===== config.mk =====
export PLATFORM = sky130hd
export DESIGN_NAME = id_ex_pipe_reg
export DESIGN_NICKNAME = d
export VERILOG_FILES = /design/src/rtl/id_ex_pipe_reg.sv
export SDC_FILE = /design/constraint.sdc
export NUM_CORES = 1
export LEC_CHECK = 0
export ABC_AREA = 1
export BUFFER_PORTS_ARGS = -buffer_cell sky130_fd_sc_hd__buf_2
export CORE_MARGIN = 2
export CORE_UTILIZATION = 38
export CTS_CLUSTER_SIZE = 25
export DETAILED_ROUTE_END_ITERATION = 7
export PLACE_DENSITY = 0.67
export SLEW_MARGIN = 20
export SYNTH_ARGS = -nofsm -noshare
export SYNTH_HDL_FRONTEND = slang
export SYNTH_SLANG_ARGS = --single-unit

===== constraint.sdc =====
create_clock -name clk -period 1.88 [get_ports clk]
set_input_delay 0.094 -clock clk [delete_from_list [all_inputs] [get_ports clk]]
set_output_delay 0.094 -clock clk [all_outputs]
set_load 0.02 [all_outputs]

===== src/rtl/id_ex_pipe_reg.sv =====
// ID/EX pipeline register with valid bit, hazard-unit stall/flush control,
// and saturating stall/flush event counters. All state moves on the falling edge.
module id_ex_pipe_reg #(
  parameter int DATA_W = 32,
  parameter int REG_W  = 5,
  parameter int WB_W   = 3,
  parameter int M_W    = 2,
  parameter int EX_W   = 3,
  parameter int CNT_W  = 16
) (
  input  logic              clk,
  input  logic              rst,
  input  logic              stall,
  input  logic              flush,
  input  logic              cnt_clr,
  input  logic              valid,
  input  logic [WB_W-1:0]   WB,
  input  logic [M_W-1:0]    M,
  input  logic [EX_W-1:0]   EX,
  input  logic [DATA_W-1:0] read_Rs,
  input  logic [DATA_W-1:0] read_Rt,
  input  logic [DATA_W-1:0] sign_extended32,
  input  logic [DATA_W-1:0] pc4,
  input  logic [REG_W-1:0]  Rs,
  input  logic [REG_W-1:0]  Rt,
  input  logic [REG_W-1:0]  Rd,
  output logic              EX_valid,
  output logic [WB_W-1:0]   EX_WB,
  output logic [M_W-1:0]    EX_M,
  output logic [EX_W-1:0]   EX_EX,
  output logic [DATA_W-1:0] EX_read_Rs,
  output logic [DATA_W-1:0] EX_read_Rt,
  output logic [DATA_W-1:0] EX_sign_extended32,
  output logic [DATA_W-1:0] EX_pc4,
  output logic [REG_W-1:0]  EX_Rs,
  output logic [REG_W-1:0]  EX_Rt,
  output logic [REG_W-1:0]  EX_Rd,
  output logic [CNT_W-1:0]  stall_cnt,
  output logic [CNT_W-1:0]  flush_cnt
);

  logic              r_valid;
  logic [WB_W-1:0]   r_wb;
  logic [M_W-1:0]    r_m;
  logic [EX_W-1:0]   r_ex;
  logic [DATA_W-1:0] r_read_rs;
  logic [DATA_W-1:0] r_read_rt;
  logic [DATA_W-1:0] r_imm;
  logic [DATA_W-1:0] r_pc4;
  logic [REG_W-1:0]  r_rs;
  logic [REG_W-1:0]  r_rt;
  logic [REG_W-1:0]  r_rd;
  logic [CNT_W-1:0]  r_stall_cnt;
  logic [CNT_W-1:0]  r_flush_cnt;

  // Flush clears register numbers too, so a bubble can never match a forwarding compare.
  always_ff @(negedge clk) begin
    if (rst || flush) begin
      r_valid   <= 1'b0;
      r_wb      <= '0;
      r_m       <= '0;
      r_ex      <= '0;
      r_read_rs <= '0;
      r_read_rt <= '0;
      r_imm     <= '0;
      r_pc4     <= '0;
      r_rs      <= '0;
      r_rt      <= '0;
      r_rd      <= '0;
    end else if (!stall) begin
      r_valid   <= valid;
      r_wb      <= WB;
      r_m       <= M;
      r_ex      <= EX;
      r_read_rs <= read_Rs;
      r_read_rt <= read_Rt;
      r_imm     <= sign_extended32;
      r_pc4     <= pc4;
      r_rs      <= Rs;
      r_rt      <= Rt;
      r_rd      <= Rd;
    end
  end

  // Only one counter can move per edge; flush masks stall.
  always_ff @(negedge clk) begin
    if (rst || cnt_clr) begin
      r_stall_cnt <= '0;
      r_flush_cnt <= '0;
    end else if (flush) begin
      if (r_flush_cnt != {CNT_W{1'b1}}) r_flush_cnt <= r_flush_cnt + CNT_W'(1);
    end else if (stall) begin
      if (r_stall_cnt != {CNT_W{1'b1}}) r_stall_cnt <= r_stall_cnt + CNT_W'(1);
    end
  end

  assign EX_valid           = r_valid;
  assign EX_WB              = r_wb;
  assign EX_M               = r_m;
  assign EX_EX              = r_ex;
  assign EX_read_Rs         = r_read_rs;
  assign EX_read_Rt         = r_read_rt;
  assign EX_sign_extended32 = r_imm;
  assign EX_pc4             = r_pc4;
  assign EX_Rs              = r_rs;
  assign EX_Rt              = r_rt;
  assign EX_Rd              = r_rd;
  assign stall_cnt          = r_stall_cnt;
  assign flush_cnt          = r_flush_cnt;

endmodule


==> results.rst <==
.. list-table::
   :header-rows: 1

   * - Metric
     - Value
   * - Violated checks
     - setup timing
   * - Power consumption
     - 10.45 mW
   * - Wirelength per Cell
     - 14.14 µm
   * - Total routing resource utilization after global routing
     - 0.2342
   * - Worst slew margin relative to its limit
     - 0.7639
   * - Initial core utilization
     - 0.3846
   * - Total negative slack for setup checks
     - -10.04 ns
   * - Hold-fix buffer count after cts
     - 0
   * - Die width
     - 143.7 µm
   * - Routed WL
     - 26110 µm
   * - CTS tree
     - yes
   * - Worst path top cell family by delay
     - flip-flops
   * - Die area
     - between 20000 and 25000 µm²
   * - Number of max-capacitance violations reported
     - 0
   * - Total number of yosys warnings
     - 0
   * - WHS
     - 0.4642 ns
   * - Initial DRT Pass Iterations
     - 5
   * - DP Wirelength
     - 15750 µm
   * - Fraction of layout cells with a size suffix above 1
     - 0.4848
   * - Count of input and output buffers
     - 340
   * - Required time worst endpoint
     - 1.79 ns
   * - Post-Syn Area per Cell
     - roughly 7.6 µm²
   * - Fin area
     - roughly 13000 µm²
   * - Share of the synthesized area in compound gates (AO/OA/AOI/OAI)
     - 0.1560
   * - Nature of the critical path startpoint
     - flip-flop
   * - Final number of max-transition violations
     - 0
   * - Clk root buf
     - clkbuf_16
   * - Drt via density
     - 4.754
   * - Critical path capture point type
     - primary output
   * - Slowest library cell on the worst path
     - dfxtp_2
   * - Placeable core area
     - 19270 µm²
   * - Type of the worst setup path
     - reg -> out
   * - Main combinational cell family by area after synthesis
     - simple AND/OR/NAND/NOR gates
   * - Clock buffer depth
     - 2
   * - NumNets Final
     - 1727
   * - Sink Count
     - 184
   * - Area of placed instances
     - 9608 µm²
   * - Most common cell after layout, fill and taps aside
     - nand2_1
   * - PwrDens
     - 812.6 nW/µm²
   * - Fin Clk Skew
     - 0.02615 ns
   * - Number of instances in the synthesized netlist
     - 970
   * - Synthesis-to-layout area growth
     - 73.53%
   * - RePlAce Congestion
     - 0.8297
   * - Crit path buffers/inverters
     - 1
   * - Setup violators final
     - 184
   * - Worst IR drop on VDD
     - between 0.0005 and 0.0006 V
   * - Most frequent cells in the layout
     - nand2_1 (392), inv_1 (207), buf_6 (184), dfxtp_2 (167), buf_2 (155)
   * - Arrival time of the worst setup path
     - 1.89 ns
   * - Post-detailed-route count of antenna-violating nets
     - 0
   * - Depth of the CTS H-tree
     - 4
   * - Setup repair after global routing missed its margin
     - true
   * - Via count of the first global-routing pass
     - 8735
   * - Post-synthesis share of cell area spent on xor and xnor gates
     - 0.001182
   * - Vertical die dimension
     - 143.7 µm
   * - Insertion delay to the later sink of the worst-skew pair
     - 0.47 ns
   * - Crit-path max cell delay
     - ~0.35 ns
   * - Total vias in the final route
     - 8775
   * - Number of top-level pins
     - between 300 and 400
   * - Initial antenna violation count
     - 0
   * - Critical path fanouts, max
     - 2
   * - Post-synth design cell area
     - 7412 µm²
   * - Cell Chain, Critical Path
     - buf_6
   * - Seq/Total Area, Yosys
     - 0.4970
   * - Slew @ Worst Pin
     - ~0.35 ns
   * - #FFs+latches synth
     - 184
   * - Global-route wire length before repair
     - 38820 µm
   * - Pin count of the biggest net entering global routing
     - 52
   * - Adder and majority cell fraction of the synthesized area
     - 0.003376
   * - Status
     - finished, violations left
   * - Worst-case setup margin in the final layout
     - -0.1018 ns
   * - Net count after synthesis
     - 1129
   * - Leakage dissipation
     - about 6.2 nW
   * - Post-synthesis mux area share
     - 0
   * - Number of clock buffers inserted by TritonCTS
     - 17
   * - Iteration-0 DRC count of the detailed router
     - roughly 390
   * - Share of synthesized cell area in and, or, nand and nor gates
     - 0.2838
   * - Count of cell types in the netlist
     - 22
   * - Remaining global-route overflow
     - 0
   * - Hold Path Class
     - reg -> reg
   * - Clock transition at path regs
     - about 0.060 ns
   * - Cell Rows
     - 51
   * - DR DRC count
     - 0
   * - Final number of hold-violating endpoints
     - 0
==> area by class of cell <==
class                   instances  area, µm²
flip-flops and latches        184       3956
diodes                          1      2.502
repair buffers                453       3879
well taps                     265      331.6
clock inverters               198      855.8
fillers                      1515       6409
inverters                      25      98.84
multi-input cells             703       3313
clock buffers                  17      425.4
==> synth_stat cells <==
library cell,count,share of area
buf_4,1,0.0010
nand2_1,393,0.20
nand3_1,33,0.022
inv_2,2,0.0010
o21ai_0,2,0.0014
nand3b_1,2,0.0020
nor2_2,8,0.0068
nor2_1,87,0.044
nand4_4,2,0.0057
buf_6,14,0.021
buf_2,12,0.0081
ha_1,2,0.0034
nor3_1,1,0.00067
nand4_1,1,0.00084
inv_1,24,0.012
nand2_4,1,0.0015
clkbuf_1,30,0.015
a21oi_1,89,0.060
dfxtp_1,184,0.50
or2_1,1,0.00084
xor2_1,1,0.0012
a21oi_2,80,0.095
==> what timing repair did <==
item	CTS	global route
gates resized for setup	569	1
setup buffers	40	33
endpoints found under the setup margin	184	185
cloned	0	0
pin swaps	0	1
==> through the flow <==
step / utilization / std cells / setup slack (ns)
after floorplan: - / 970 / -0.03662
after global placement: 0.4986 / 1558 / -0.09725
after detailed placement: 0.4986 / 1558 / -0.1330
after CTS: 0.6543 / 1812 / -0.1174
after global routing: 0.6673 / 1845 / -0.1365
final: 0.6674 / 1846 / -0.1018
==> kinds of logic (layout without fill, tap and decap cells) <==
| group | Yosys count | in the layout |
|---|---|---|
| compound gates | 171 | 171 |
| xor+xnor | 1 | 1 |
| flops | 184 | 184 |
| simple gates | 529 | 529 |
| other cells | 0 | 1 |
| fa+ha+maj | 2 | 2 |
| buf+inv | 83 | 693 |
==> power breakdown <==
group	internal, mW	switching, mW	total (mW)	leakage [nW]
sequential	4.03	0.0780	4.11	1.59
combinational	0.529	0.593	1.12	3.38
clock	2.32	2.90	5.22	1.27
total	6.88	3.57	10.5	6.23
==> layer usage <==
| layer | GRT usage | share of wire | vias up |
|---|---|---|---|
| met2 | 0.4030 | 0.52 | 397 |
| met4 | 0.1398 | 0.030 | 0 |
| met5 | 0 | 0 | - |
| li1 | - | - | 4283 |
| met3 | 0.1166 | 0.086 | 56 |
| met1 | 0.2251 | 0.36 | 4039 |
==> registers in the layout, summed over array words and instances, names as in the netlist, 5 cells and up <==
signal and count:
EX_pc4 32, EX_read_Rs 32, EX_read_Rt 32, EX_sign_extended32 32, flush_cnt 16, stall_cnt 16
EX_Rd 5, EX_Rs 5, EX_Rt 5
==> worst paths after layout <==
check | endpoint | cells after the start | start | slack (ns)
setup reg to reg | flush_cnt[0]$_SDFFE_NP0P_ | 9 | flush_cnt[1]$_SDFFE_NP0P_ | 0.08
setup / recovery | EX_read_Rs[23] | 1 | EX_read_Rs[23]$_SDFFE_NP0N_ | -0.10
hold reg to reg | EX_read_Rt[27]$_SDFFE_NP0N_ | 2 | EX_read_Rt[27]$_SDFFE_NP0N_ | 0.46
hold / removal | EX_read_Rt[27]$_SDFFE_NP0N_ | 2 | EX_read_Rt[27]$_SDFFE_NP0N_ | 0.46
Note: power is estimated with default switching activity, not from simulation.
